`src/rtl/spike_mac.sv`:
```
// Spike-gated multiply-accumulate for one spiking neuron: 25 spike-gated 16-bit
// weights are summed by a balanced adder tree into a wrapping 20-bit membrane sum.
module spike_mac (
  output logic [19:0]  sum,
  input  logic         clk,
  input  logic [24:0]  p,
  input  logic [399:0] w,
  input  logic         rst_n
);

  logic [20:0] w_l0 [0:24];
  logic [20:0] w_l1 [0:12];
  logic [20:0] w_l2 [0:6];
  logic [20:0] w_l3 [0:3];
  logic [20:0] w_l4 [0:1];
  logic [20:0] w_lane_sum;
  logic [19:0] r_acc;

  // The odd element left over at each tree level is passed up unchanged.
  always_comb begin
    for (int unsigned i = 0; i < 25; i++) begin
      w_l0[i] = p[i] ? {5'd0, w[16*i +: 16]} : '0;
    end
    for (int unsigned i = 0; i < 12; i++) begin
      w_l1[i] = w_l0[2*i] + w_l0[2*i+1];
    end
    w_l1[12] = w_l0[24];
    for (int unsigned i = 0; i < 6; i++) begin
      w_l2[i] = w_l1[2*i] + w_l1[2*i+1];
    end
    w_l2[6] = w_l1[12];
    for (int unsigned i = 0; i < 3; i++) begin
      w_l3[i] = w_l2[2*i] + w_l2[2*i+1];
    end
    w_l3[3] = w_l2[6];
    for (int unsigned i = 0; i < 2; i++) begin
      w_l4[i] = w_l3[2*i] + w_l3[2*i+1];
    end
    w_lane_sum = w_l4[0] + w_l4[1];
  end

  // Modulo-2^20 wrap comes from truncating the 21-bit addition.
  always_ff @(posedge clk or negedge rst_n) begin
    if (!rst_n) begin
      r_acc <= '0;
    end else begin
      r_acc <= 20'(r_acc + w_lane_sum);
    end
  end

  assign sum = r_acc;

endmodule

```
`config.mk`:
```
export PLATFORM = sky130hd
export DESIGN_NAME = spike_mac
export DESIGN_NICKNAME = d
export VERILOG_FILES = /design/src/rtl/spike_mac.sv
export SDC_FILE = /design/constraint.sdc
export NUM_CORES = 1
export LEC_CHECK = 0
export ABC_CLOCK_PERIOD_IN_PS = 10250
export CAP_MARGIN = 10
export CORE_AREA = 4 4 171 173
export DETAILED_ROUTE_END_ITERATION = 16
export DIE_AREA = 0 0 175 177
export GPL_TIMING_DRIVEN = 1
export PLACE_DENSITY = 0.81
export SKIP_CTS_REPAIR_TIMING = 1
export SYNTH_ARGS = -nofsm -noshare
export SYNTH_HDL_FRONTEND = slang
export SYNTH_SLANG_ARGS = --single-unit
```
`constraint.sdc`:
```
create_clock -name clk -period 10.25 [get_ports clk]
set_input_delay 2.05 -clock clk [delete_from_list [all_inputs] [get_ports clk]]
set_output_delay 2.05 -clock clk [all_outputs]
set_load 0.1 [all_outputs]
```
* After elaboration in Yosys (flattened, before gate mapping)
Cells that the tools add are included.
** Cells by class
- Add/subtract/negate cells :: 25
- Muxes and demuxes :: 25
** Operators by type and width (count)
- $mux W16 :: 25
- $add A16 B16 Y17 :: 12
- $add A17 B17 Y18 :: 6
- $add A18 B18 Y19 :: 3
- $add A20 B20 Y20 :: 2
- $add A19 B16 Y20 :: 1
- $add A19 B19 Y20 :: 1
** Storage, ports and cells
- Register bits :: 20
- Input port bits :: 427
- Output and inout port bits :: 20
- Word-level logic and storage cells :: 51

* Depth between registers and ports, before layout
Gate-level depths: netlist (run 1).
- Depth after elaboration :: 7
- Depth in mapped cells :: 23
- Depth with buffers taken out :: 21

* Worst setup path after synthesis (run 1)
No wires, ideal clock.
- Path kind :: input to register
- Start point :: input port p[5]
- End point :: register r_acc[16], in the netlist sum[16]
- Setup time :: 0.124 ns
- Arrival :: 7.505 ns
- Required time :: 10.126 ns
- Setup slack :: 2.621 ns
- Stages :: 19
- Buffers on the path :: 1
- Path through :: clkbuf_1 > nand2_1 > fa_1 > inv_1 > fa_1 > inv_1 > fa_1 > fa_1 > inv_1 > fa_1 > fa_1 > fa_1 > inv_1 > fa_1 > nand2b_1 > a21oi_1 > nor2b_1 > o311a_1 > a211o_1
** On the way
- Cells in the longest elaborated chain, start to end :: 7
** RTL lines
- from (decl) :: line 6 : input logic [24:0] p,
- $mux W16 :: line 22 : w_l0[i] = p[i] ? {5'd0, w[16*i +: 16]} : '0;
- $add A16 B16 Y17 :: line 25 : w_l1[i] = w_l0[2*i] + w_l0[2*i+1];
- $add A17 B17 Y18 :: line 29 : w_l2[i] = w_l1[2*i] + w_l1[2*i+1];
- $add A18 B18 Y19 :: line 33 : w_l3[i] = w_l2[2*i] + w_l2[2*i+1];
- $add A19 B19 Y20 :: line 37 : w_l4[i] = w_l3[2*i] + w_l3[2*i+1];
- $add A20 B20 Y20 :: line 39 : w_lane_sum = w_l4[0] + w_l4[1];
- $add A20 B20 Y20 :: line 47 : r_acc <= 20'(r_acc + w_lane_sum);
- to (signal assigned) :: line 47
- to (decl) :: line 17 : logic [19:0] r_acc;
Every way passes these cells.

* Worst setup path in the final report (run 1)
- Start point :: input port p[2]
- End point :: register r_acc[16], in the netlist sum[16]
The elaborated chain is that of the path after synthesis.

==> results of run 1 <==
-- Yosys cell counts (2+ instances only) --
master    instances
xor2_1            6
o211ai_1          3
ha_1             38
xnor2_1          13
a21oi_1          14
nand3_1           2
o21ai_0           8
nor2_1            8
nand4_1           5
nand2_1         242
and2_1          171
nand2b_1          2
clkbuf_1         25
a31oi_1           2
inv_1           394
fa_1            380
dfrtp_1          20
buf_2             3
-- worst max-delay path by stage --
stage,slack [ns],endpoint,from,depth (start not counted)
floorplan,2.62,sum[16],p[5],19
global placement,1.58,sum[16],p[11],17
detailed placement,1.53,sum[16],p[11],17
CTS,1.78,sum[16],p[11],17
global route,1.43,sum[14],p[8],20
finish,1.76,sum[16],p[2],18
-- placed cells by master (no fill, tap or decap), types with 3 or more instances in the layout --
cell	count
dfrtp_1	20
and2_1	171
clkbuf_16	3
inv_1	394
o21ai_0	8
nor2_1	8
fa_1	380
xnor2_1	13
xor2_1	6
ha_1	38
a21oi_1	14
nand4_1	5
nand2_1	242
clkdlybuf4s50_1	446
o211ai_1	3
-- per-layer routing --
| metal | global-route usage (%) | up-vias | wire, µm |
|---|---|---|---|
| met2 | 50.4 | 423 | 21800 |
| met3 | 4.72 | 66 | 2650 |
| met1 | 31.9 | 5256 | 14700 |
| met4 | 5.70 | 0 | 1100 |
| li1 | - | 4618 | - |
| met5 | 0 | - | 0 |
-- stage by stage --
stage	utilization [%]	std cells	setup WS, ns
after floorplan	-	1358	2.62
after global placement	63.5	2153	1.58
after CTS	63.8	2157	1.78
after global routing	63.8	2157	1.43
after detailed placement	63.5	2153	1.53
final	63.8	2157	1.76
-- kinds of logic (layout without fill, tap and decap cells) --
logic type	Yosys count	after routing	synth area share, %
AO/OA/AOI/OAI	39	39	2.02
XOR/XNOR	19	19	1.31
adder cells (fa/ha/maj)	418	418	63.5
buffers and inverters	423	844	12.5
flip-flops	20	20	3.93
multiplexers	1	1	0.0786
AND/OR/NAND/NOR	438	438	16.7
-- layout make-up --
type / instances / share of cell area [%]
Multi-Input combinational cell: 915 / 60.3
Timing Repair Buffer: 446 / 25.3
Inverter: 394 / 8.38
Sequential cell: 20 / 2.84
Tap cell: 378 / 2.68
Clock buffer: 4 / 0.504
-- tightest hold or removal path, stage by stage, from the launching register on --
cell     delay (ns)
dfrtp_1        0.39
ha_1           0.18
xnor2_1        0.14
xnor2_1        0.06
==> metrics.md, run 1 <==
| Metric | Value |
|---|---|
| RSZ-0062 raised after global routing | false |
| Clock Path Buffers | 2 |
| Gate Count Post-Synth | 1,358 |
| Worst setup EP type | flip-flop |
| CTS tree | built |
| Status | complete, no violations |
| Via/cell ratio | ~4.8 |
| Post-DP HPWL | 37,200 µm |
| First-pass GRT wire length | roughly 63,000 µm |
| Final Cell Area | between 15,000 and 20,000 µm² |
| Total die area | 31,000 µm² |
| CP Data Arrival Time | ~8.6 ns |
| Post-synth EDFFs | 0 |
| Max FFs per register | 20 |
| Synth Net Count | about 2.2k |
| Top delay family on crit path | adder cells |
| Slew Limit Fails | 0 |
| Critical Path Fanout Max | 16 |
| Nets | ~2.6k |
| Die Ht | approximately 180 µm |
| Crit start category | primary input |
| Final Critical Period | around 8.5 ns |
| Top-area cell type share of the netlist area | 59.8% |
| Avg Inst Size Synth | roughly 9.4 µm² |
| Worst skew pair latency | between 0.2 and 0.3 ns |
| R2r startpoint | sum[5] |
| Final Hold Fails | 0 |
| GPL Wtd Cong | about 0.9 |
| Number of distinct library cells after synthesis | 40 |
| Reg2Reg Depth | 17 |
| Clock Pin Slew Worst Setup and Hold Paths | approximately 0.06 ns |
| Root Driver | clkbuf_16 |
| R2r endpoint | sum[16] |
| Avg WL per Cell | 18.7 µm |
| Initial Util | ~46% |
| Relative slew slack | between 20% and 30% |
| Number of global-route vias before repair | around 12k |
| Critical-path cell list | clkdlybuf4s50_1, and2_1, fa_1, fa_1, inv_1, fa_1, fa_1, inv_1, fa_1, fa_1, fa_1, inv_1, fa_1, nand2b_1, a21oi_1, nor2b_1, o311a_1, a211o_1 |
| H-tree depth | 1 |
| Layout area overhead | 38.6% |
| Cell Area, Placed | around 18,000 µm² |
| Final wirelength | 40,300 µm |
| Largest incremental delay on the critical path | ~0.79 ns |
| Setup TNS | 0 ns |
| Fin crit share | just over 80% |
| Critical Path Most Common Cell | fa_1 |
| IO buf count | between 400 and 500 |
| Hold Crit Start | sum[18] |
| Setup slack, reg-to-reg | about 4.5 ns |
| Detailed Route Iter0 Violations | 396 |
| Number of iterations in the first detailed-routing pass | 5 |
| Slew @ Worst Pin | around 1.1 ns |
| Final setup violation count | 0 |
| Most common flop cell mapped by yosys | dfrtp_1 |
| Mapped Area | ~13,000 µm² |
| Hold endpoint | sum[19] |
| Cts bufs inserted | 3 |
| Clk_skew | roughly 0.0024 ns |
| Sequential share of the synthesized area | about 4% |
| Worst setup path class | primary input to flip-flop |
| Die X | around 180 µm |
| Core ar. | between 20,000 and 30,000 µm² |
| Post-synthesis register bit count | 20 |
| Buf/Inv on CP | 4 |
| Critical Path RT | about 10 ns |
| Vias | approximately 10k |
| WHS Path Cells | 3 |
| Max-cap violations | 0 |
| Multi-input logic area | 10,600 µm² |
| Total gr overflow | 0 |
| Max Clock Freq | roughly 120 MHz |
| Post-detailed-route DRC marker count | 0 |
| Routed Antenna Nets | 0 |
| Diodes inserted | 0 |
| CP max-delay cell | clkdlybuf4s50_1 |
| # fillers | ~2.3k |
| Hold Slack | ~0.80 ns |
| Ys async rst share | 100% |
| GRT Total Usage | a little over a quarter |
| Clock sink total | 20 |
| IO Pins | approximately 450 |
| Layout cells sized above 1 | 0.393% |
| Pin count of the biggest net entering global routing | 21 |
| Core Rows | slightly above 60 |
| Initial antenna violation count | 0 |
| Top cells by area, synth | fa_1, inv_1, and2_1 |
| Register Area | approximately 500 µm² |
| Synthesis warning total | 0 |
| Worst Hold Class | flip-flop to flip-flop |
| Synth area leader | fa_1 |
Power of run 1 is not shown: default switching activity piles up to over one toggle a cycle in this logic, so the estimate is an artifact.
==> run 2: changes to the inputs <==
- ABC_CLOCK_PERIOD_IN_PS: 10250 -> 8400
- CORE_AREA: 4 4 171 173 -> 4 4 173 175
- DIE_AREA: 0 0 175 177 -> 0 0 177 179
- PLACE_DENSITY: 0.81 -> 0.8
- clock period: 10.25 -> 8.4 ns (I/O delays scaled with it)
==> run 2 against run 1 <==
Net effect: clock skew rose by 0.0039 ns; worst setup slack worse by 1.4 ns; die area up 2.3%; wire length up 1.7%; final area grew 1.4%; register-to-register slack worse by 2.0 ns; critical path depth fell by 1; utilization is 0.99 points lower.
==> metrics.md, run 2 (synthesis gave the netlist of run 1 again) <==
| Metric | Value |
|---|---|
| CP Data Arrival Time | 8.19 ns |
| Final Critical Period | approximately 8 ns |
| Root Driver | clkbuf_16 |
| Final core area utilization | between 60% and 70% |
| Fin crit share | a little over nine tenths |
| Post-detailed-route DRC marker count | 0 |
| Total die area | roughly 32,000 µm² |
| Initial antenna violation count | 1 |
| R2r endpoint | sum[16] |
| # fillers | around 2.3k |
| IO buf count | approximately 450 |
| Routed Antenna Nets | 0 |
| CP Depth | 17 |
| Clk_skew | 0.00625 ns |
| Core ar. | between 20,000 and 30,000 µm² |
| Slew Limit Fails | 0 |
| CTS tree | built |
| Met1 WL | ~14,000 µm |
| WHS Path Cells | 3 |
| Core Rows | 62 |
| Cts bufs inserted | 3 |
| H-tree depth | 1 |
| Hold Crit Start | sum[18] |
| Largest incremental delay on the critical path | 0.82 ns |
| Hold endpoint | sum[19] |
| Pin count of the biggest net entering global routing | 21 |
| Slew @ Worst Pin | between 1 and 1.5 ns |
| Die Ht | 179 µm |
| RSZ-0062 raised after global routing | false |
| Detailed Route Iter0 Violations | between 300 and 400 |
| Clock sink total | 20 |
| Vias | 10.5k |
| R2r startpoint | sum[3] |
| Setup slack, reg-to-reg | 2.47 ns |
| Worst setup path class | primary input to flip-flop |
| Max Clock Freq | roughly 120 MHz |
| First-pass GRT wire length | between 60,000 and 70,000 µm |
| Number of global-route vias before repair | between 10k and 15k |
| Max FFs per register | 20 |
| IO Pins | 447 |
| Final wirelength | slightly above 40,000 µm |
| Status | complete, no violations |
| Critical Path RT | ~8.5 ns |
| Critical-path cell list | clkdlybuf4s50_1, nand2_1, fa_1, fa_1, inv_1, fa_1, fa_1, fa_1, fa_1, fa_1, inv_1, fa_1, nand2b_1, a21oi_1, nor2b_1, o311a_1, a211o_1 |
| Register Area | roughly 500 µm² |
| Clock Pin Slew Worst Setup and Hold Paths | ~0.06 ns |
| Metal2 WL | 22,300 µm |
| Die X | approximately 180 µm |
| Met3 wire len | a little under 3000 µm |
| Layout area overhead | 40.6% |
| Relative slew slack | 31.2% |
| Critical Path Fanout Max | 9 |
| Critical Path Most Common Cell | fa_1 |
| Buf/Inv on CP | 3 |
| CP max-delay cell | clkdlybuf4s50_1 |
| Clock Path Buffers | 2 |
| Avg WL per Cell | roughly 19 µm |
| Final setup violation count | 0 |
| Reg2Reg Depth | 16 |
| Number of iterations in the first detailed-routing pass | 5 |
| Multi-input logic area | roughly 11,000 µm² |
| Total gr overflow | 0 |
| Layout cells sized above 1 | under 10% |
| GPL Wtd Cong | a little over 0.9 |
| Initial Util | around 45% |
| Post-DP HPWL | 38,400 µm |
| Nets | between 2k and 3k |
| Worst skew pair latency | around 0.25 ns |
| Top delay family on crit path | adder cells |
| Crit start category | primary input |
| GRT Total Usage | around a quarter |
| Worst setup EP type | flip-flop |
| Via/cell ratio | roughly 4.8 |
| Worst Hold Class | flip-flop to flip-flop |
| Final Hold Fails | 0 |
| Setup TNS | 0 ns |
| Top sig layer | met4 |
| Max-cap violations | 0 |
| Commonest cells after routing, fill and taps aside | clkdlybuf4s50_1, inv_1, fa_1 |
| Commonest non-fill, non-tap cell in the layout | clkdlybuf4s50_1 |
[run 2: worst max path at each step]
stage,startpoint,end,slack [ns]
after floorplan,p[5],sum[16],1.14
after global placement,p[5],sum[12],0.16
after detailed placement,p[5],sum[16],0.12
after CTS,p[5],sum[16],0.37
after global routing,p[4],sum[12],0.01
final,p[13],sum[16],0.35
[run 2: worst register-to-register path, cell delays in order, from the launching register on]
cell	delay, ns
dfrtp_1	0.40
inv_1	0.08
fa_1	0.53
inv_1	0.05
fa_1	0.50
fa_1	0.45
fa_1	0.56
fa_1	0.45
fa_1	0.47
fa_1	0.52
inv_1	0.06
fa_1	0.39
nand2b_1	0.19
a21oi_1	0.34
nor2b_1	0.18
o311a_1	0.38
a211o_1	0.29
[run 2: final cells by class]
class / instances / share of cell area [%]
multi-input cells: 915 / 59.4
well taps: 384 / 2.68
clock buffers: 3 / 0.420
flip-flops and latches: 20 / 2.80
clock inverters: 1 / 0.168
diodes: 1 / 0.0140
repair buffers: 472 / 26.2
inverters: 394 / 8.26
[run 2: routing by layer]
| metal | track usage, % | vias up |
|---|---|---|
| met5 | 0 | - |
| met4 | 8.58 | 0 |
| met3 | 4.62 | 90 |
| met2 | 50.0 | 441 |
| met1 | 30.5 | 5264 |
| li1 | - | 4669 |
[run 2: per-stage QoR]
stage                     hold WS (ns)  cell area (µm²)  instances  setup slack (ns)
after floorplan                   1.38            12700       1358              1.14
after global placement           0.793            17800       2185             0.157
after detailed placement         0.775            17800       2185             0.122
after CTS                        0.792            17900       2189             0.366
after global routing             0.827            17900       2189            0.0111
final                            0.772            17900       2190             0.351
Power of run 2 is left out for the same reason.
==> run 3: changes to the inputs <==
- ABC_CLOCK_PERIOD_IN_PS: 8400 -> 7100
- CORE_AREA: 4 4 173 175 -> default
- CORE_ASPECT_RATIO: default -> 1.25
- CORE_MARGIN: default -> 4
- CORE_UTILIZATION: default -> 43
- DIE_AREA: 0 0 177 179 -> default
- clock period: 8.4 -> 7.1 ns (I/O delays scaled with it)
==> run 3 against run 2 <==
Net effect: flip-flop and latch count unchanged; wire length up 16%; via count up 4.2%; clock skew down 0.0040 ns; critical path depth up 4; final cell count up 4.5%; hold slack better by 0.030 ns; clock-buffer cell count up 1; critical path type unchanged; critical endpoint is now sum[19]; highest routed layer unchanged.
==> metrics.md, run 3 (synthesis gave the netlist of run 1 again) <==
| Metric | Value |
|---|---|
| Routed Antenna Nets | 0 |
| Setup TNS | 0 ns |
| Relative slew slack | roughly 32% |
| Worst setup path class | primary input to flip-flop |
| Total gr overflow | 0 |
| GPL Wtd Cong | slightly above 0.9 |
| Post-DP HPWL | a little over 40,000 µm |
| CP max-delay cell | fa_2 |
| Final Cell Area | 19,300 µm² |
| CTS tree | built |
| Slew @ Worst Pin | a little over 1 ns |
| Detailed Route Iter0 Violations | approximately 630 |
| Hold Slack | approximately 0.8 ns |
| Total die area | around 32,000 µm² |
| Nets | around 2.7k |
| Max Clock Freq | approximately 140 MHz |
| Clock Pin Slew Worst Setup and Hold Paths | 0.06 ns |
| Die Ht | about 200 µm |
| Final core area utilization | between 60% and 70% |
| Clock Path Buffers | 2 |
| Avg WL per Cell | around 21 µm |
| GRT Total Usage | roughly 27% |
| Worst skew pair latency | between 0.2 and 0.3 ns |
| Worst setup EP type | flip-flop |
| Layout area overhead | 51.5% |
| Clk_skew | about 0.0023 ns |
| Number of iterations in the first detailed-routing pass | 5 |
| H-tree depth | 1 |
| First-pass GRT wire length | slightly below 70,000 µm |
| Fin crit share | between 90 and 100% |
| Post-detailed-route DRC marker count | 0 |
| Core ar. | between 20,000 and 30,000 µm² |
| Crit start category | primary input |
| Clock sink total | 20 |
| Max FFs per register | 20 |
| Commonest non-fill, non-tap cell in the layout | clkdlybuf4s50_1 |
| Slew Limit Fails | 0 |
| CP Data Arrival Time | around 7.2 ns |
| Die X | between 150 and 200 µm |
| Max-cap violations | 0 |
| Critical-path cell list | clkdlybuf4s50_1, and2_1, fa_1, inv_2, fa_2, inv_1, fa_2, inv_2, fa_2, inv_2, fa_2, fa_1, inv_1, fa_1, inv_2, ha_4, nand4_2, or2_1, or3_4, o221ai_2, xnor2_1 |
| Initial antenna violation count | 2 |
| Cts bufs inserted | 3 |
| Cell Area, Placed | about 18,000 µm² |
| Core Rows | 70 |
| Final Critical Period | 6.98 ns |
| Root Driver | clkbuf_16 |
| Worst Hold Class | flip-flop to flip-flop |
| Vias | approximately 11k |
| Initial Util | a little over two fifths |
| Final setup violation count | 0 |
| Critical Path RT | 7.29 ns |
| Commonest cells after routing, fill and taps aside | clkdlybuf4s50_1, inv_1, fa_1 |
| Pin count of the biggest net entering global routing | 21 |
| Layout cells sized above 1 | about a tenth |
| Final wirelength | between 40,000 and 50,000 µm |
| Number of global-route vias before repair | 12.7k |
| Largest incremental delay on the critical path | 0.57 ns |
| Via/cell ratio | 4.77 |
| Status | complete, no violations |
| IO Pins | between 400 and 500 |
| IO buf count | approximately 450 |
| Final Hold Fails | 0 |
| Critical Path Fanout Max | 2 |
[run 3: cell types whose count changed in the layout (fill, tap and decap cells not counted), moves of 10 or more]
cell,change
clkdlybuf4s50_1,-27
buf_12,+22
inv_1,-16
ha_1,-10
fa_1,-23
buf_4,+47
dlymetal6s2s_1,+21
inv_2,+16
fa_2,+23
[run 3: worst paths after layout]
| path | start | to | slack, ns | cells after the start |
|---|---|---|---|---|
| max | w[351] | sum[19] | 0.12 | 21 |
| min | sum[18] | sum[19] | 0.80 | 3 |
| max reg2reg | sum[3] | sum[16] | 1.41 | 17 |
| min reg2reg | sum[18] | sum[19] | 0.80 | 3 |
| max in group asynchronous | rst_n | sum[1] | 4.83 | 1 |
| min in group asynchronous | rst_n | sum[19] | 1.69 | 1 |
[run 3: worst max-delay path, delay by kind of cell]
family	cells	cell delay, ns
adders and majority gates	8	3.81
and+or+nand+nor	4	0.88
buffers and inverters	7	0.71
AOI/OAI and AO/OA	1	0.20
xor gates and xnor gates	1	0.13
[run 3: metal layers]
layer / global-route usage, % / wire [µm] / up-vias
met5: 0 / 0 / -
met4: 8.67 / 2260 / 0
met3: 4.40 / 3180 / 103
met2: 48.7 / 24800 / 480
met1: 33.7 / 17400 / 5473
li1: - / - / 4848
[run 3: area by class of cell]
type,instances,area [µm²]
Sequential cell,20,500
Inverter,394,1480
Tap cell,396,495
Clock buffer,4,88.8
Multi-Input combinational cell,915,10900
Timing Repair Buffer,557,5810
Antenna cell,2,5.00
Fill cell,2345,9970
[run 3: stage by stage]
stage | setup WS, ns | cells
floorplan | 0.101 | 1358
global placement | -0.437 | 2246
detailed placement | -0.586 | 2246
CTS | -0.292 | 2250
global route | -0.0458 | 2288
finish | 0.122 | 2288
Power of run 3 is left out for the same reason.
==> variant, RTL diff (config.mk and constraints of run 3) <==
Register the output `sum` once more, without a reset; this adds one clock of latency there.
--- a/src/rtl/spike_mac.sv
+++ b/src/rtl/spike_mac.sv
@@ -48,7 +48,9 @@
     end
   end
 
-  assign sum = r_acc;
+  always_ff @(posedge clk) begin
+    sum <= r_acc;
+  end
 
 endmodule
 
Behaviour: not the same (a bounded check fails within 4 cycles, from zero or initial values and one cycle with rst_n low).
==> variant against run 3 <==
The flow now finishes with violations (negative setup slack). Setup slack got worse by 0.14 ns. Wire length rose by 2.0%. Synthesized area increased by 2.4%. Register-to-register slack improved by 0.75 ns. Design area rose by 2.2%. Via count down 0.35%. Sequential share of layout area up 2.0 points. Highest routed layer is now met5. Worst hold slack got worse by 0.42 ns. Die area grew 2.3%. Sequential cell count up 20.
Power is left out: the tool's default activity adds up to more than one toggle a clock period on the data nets, which glitch-free logic cannot reach.
==> variant: results (changes against run 3) <==
metric,value,unit,change
"buffers from clock root to sink, at most",2,,unchanged
top area cells in the synthesized netlist,"sky130_fd_sc_hd__fa_1, sky130_fd_sc_hd__inv_1, sky130_fd_sc_hd__and2_1, sky130_fd_sc_hd__nand2_1, sky130_fd_sc_hd__dfrtp_1",,
global-route wire length before repair,72.6,mm,+6.7%
number of H-tree levels,2,,+1
highest-delay cell along the critical path,sky130_fd_sc_hd__fa_1,,
post-detailed-route wirelength per cell,21.2,um,+1.7%
crit path max fanout,2,,unchanged
number of global-route vias before repair,12700,,-0.031%
Mapped Cells,1347,,-0.81%
Post-DP HPWL,44.3,mm,+8.4%
Hold Path Stages,0,,-3
start point of the worst min-delay path,r_acc[0]$_DFF_PN0_,,
Port Buf Inserts,446,,unchanged
number of nets in the finished design,2730,,-0.22%
total via count after detailed routing,10900,,-0.35%
initial antenna violation count,10,,+8
"number of placed instances, taps included",2258,,+0.53%
master cell of the clock root buffer,sky130_fd_sc_hd__clkbuf_16,,
number of CTS-inserted buffers,5,,+2
share of post-route cells with drive strength above 1,0.147,,+0.0437
first-pass detailed-route iteration total,5,,unchanged
GRT Util Overall,0.291,,+0.0185
Worst Path Arrival,7.35,ns,+0.19 ns
destination of the worst hold path,sum[0]$_DFF_P_,,
iteration-0 DRC count of the detailed router,439,,-30%
startpoint of the worst-slack reg-to-reg timing path,r_acc[2]$_DFF_PN0_,,
top post-synthesis cells by count,"sky130_fd_sc_hd__fa_1, sky130_fd_sc_hd__inv_1, sky130_fd_sc_hd__nand2_1",,
Worst-path clk slew,0.07,ns,
Clock Skew,0.0118,ns,+0.00948 ns
sequential area share after synthesis,0.0691,,+0.0298
r2r worst-path depth,15,,-2
biggest regs,"r_acc: 20 flops, sum: 20 flops",,
Post-Syn Nets,2192,,-0.50%
reg-to-reg critical path endpoint,r_acc[18]$_DFF_PN0_,,
worst-case headroom to the max-slew limit,0.277,,-0.0430
mean number of vias per cell,4.73,,-0.65%
number of distinct standard cells referenced by the synthesized netlist,30,,-25%
status,"complete, but fails checks",,
Main synth FF type,sky130_fd_sc_hd__dfxtp_1,,
Critical Path Max Stage Delay,0.56,ns,
"Async S/R FF share, synth",0.500,,-0.500
failing checks,negative setup slack,,
setup-violating endpoint count in the final report,1,,+1
setup slack after placement,-0.819,ns,-0.232 ns
"Clk Latency, worst-skew pair",0.30,ns,+0.04 ns
total number of yosys warnings,0,,unchanged
worst min path class,flop to flop,,
pin count of the biggest net entering global routing,21,,unchanged
PnR worst setup slack,-0.0229,ns,-0.145 ns
horizontal die dimension,164,um,+1.1%
global placement routability congestion,0.949,,+2.2%
Worst path top cell family by delay,adder cells,,
worst reg-to-reg setup slack,2.16,ns,+0.75 ns
-- variant: cell types whose count changed after synthesis, sizes merged, moves of 2 or more --
cell,before,now
buf,3,0
o21bai,1,4
nor3,1,5
and2,171,186
inv,394,368
nand4,6,2
dfxtp,0,20
nand2,242,222
a21o,1,5
clkbuf,26,28
-- variant: how the worst max path moves through the flow --
stage / start / to / slack (ns) / cells past startpoint
4_1_cts: p[4] / r_acc[18]$_DFF_PN0_ / -0.51 / 20
2_1_floorplan: p[1] / r_acc[18]$_DFF_PN0_ / 0.02 / 19
6_report: w[68] / r_acc[18]$_DFF_PN0_ / -0.02 / 21
5_1_grt: w[68] / r_acc[18]$_DFF_PN0_ / -0.22 / 21
3_3_place_gp: p[10] / r_acc[18]$_DFF_PN0_ / -0.70 / 18
3_5_place_dp: p[4] / r_acc[18]$_DFF_PN0_ / -0.82 / 20
-- variant: cell families after synthesis --
logic type | synth area share
and+or+nand+nor | 0.161
adders and majority gates | 0.620
buffers and inverters | 0.114
AOI/OAI and AO/OA | 0.0223
DFF | 0.0691
xor gates and xnor gates | 0.0134
-- variant: area by class of cell --
| cell class | instances | area, sq um |
|---|---|---|
| antenna | 8 | 20.0 |
| clock buffer | 6 | 139 |
| clock inverter | 2 | 38.8 |
| fill | 2379 | 10300 |
| inverter | 368 | 1380 |
| multi-input combinational | 911 | 11100 |
| sequential | 40 | 901 |
| tap | 401 | 502 |
| timing repair buffer | 559 | 5670 |
-- variant: metrics by stage --
step	cell area (sq um)	TNS [ns]	hold WS, ns	util
6_report	19700	-0.0229	0.381	0.656
5_1_grt	19700	-0.429	0.400	0.656
4_1_cts	18900	-3.14	0.384	0.630
3_5_place_dp	18700	-6.56	0.362	0.624
3_3_place_gp	18700	-6.10	0.368	0.624
2_1_floorplan	13000	0	0.347	-
-- variant: per-layer routing --
metal / vias to the layer above / routed length (um) / global-route usage
met2: 391 / 25600 / 0.515
met1: 5513 / 17900 / 0.353
li1: 4849 / - / -
met5: - / 41 / 0
met4: 6 / 2080 / 0.112
met3: 107 / 2970 / 0.0510
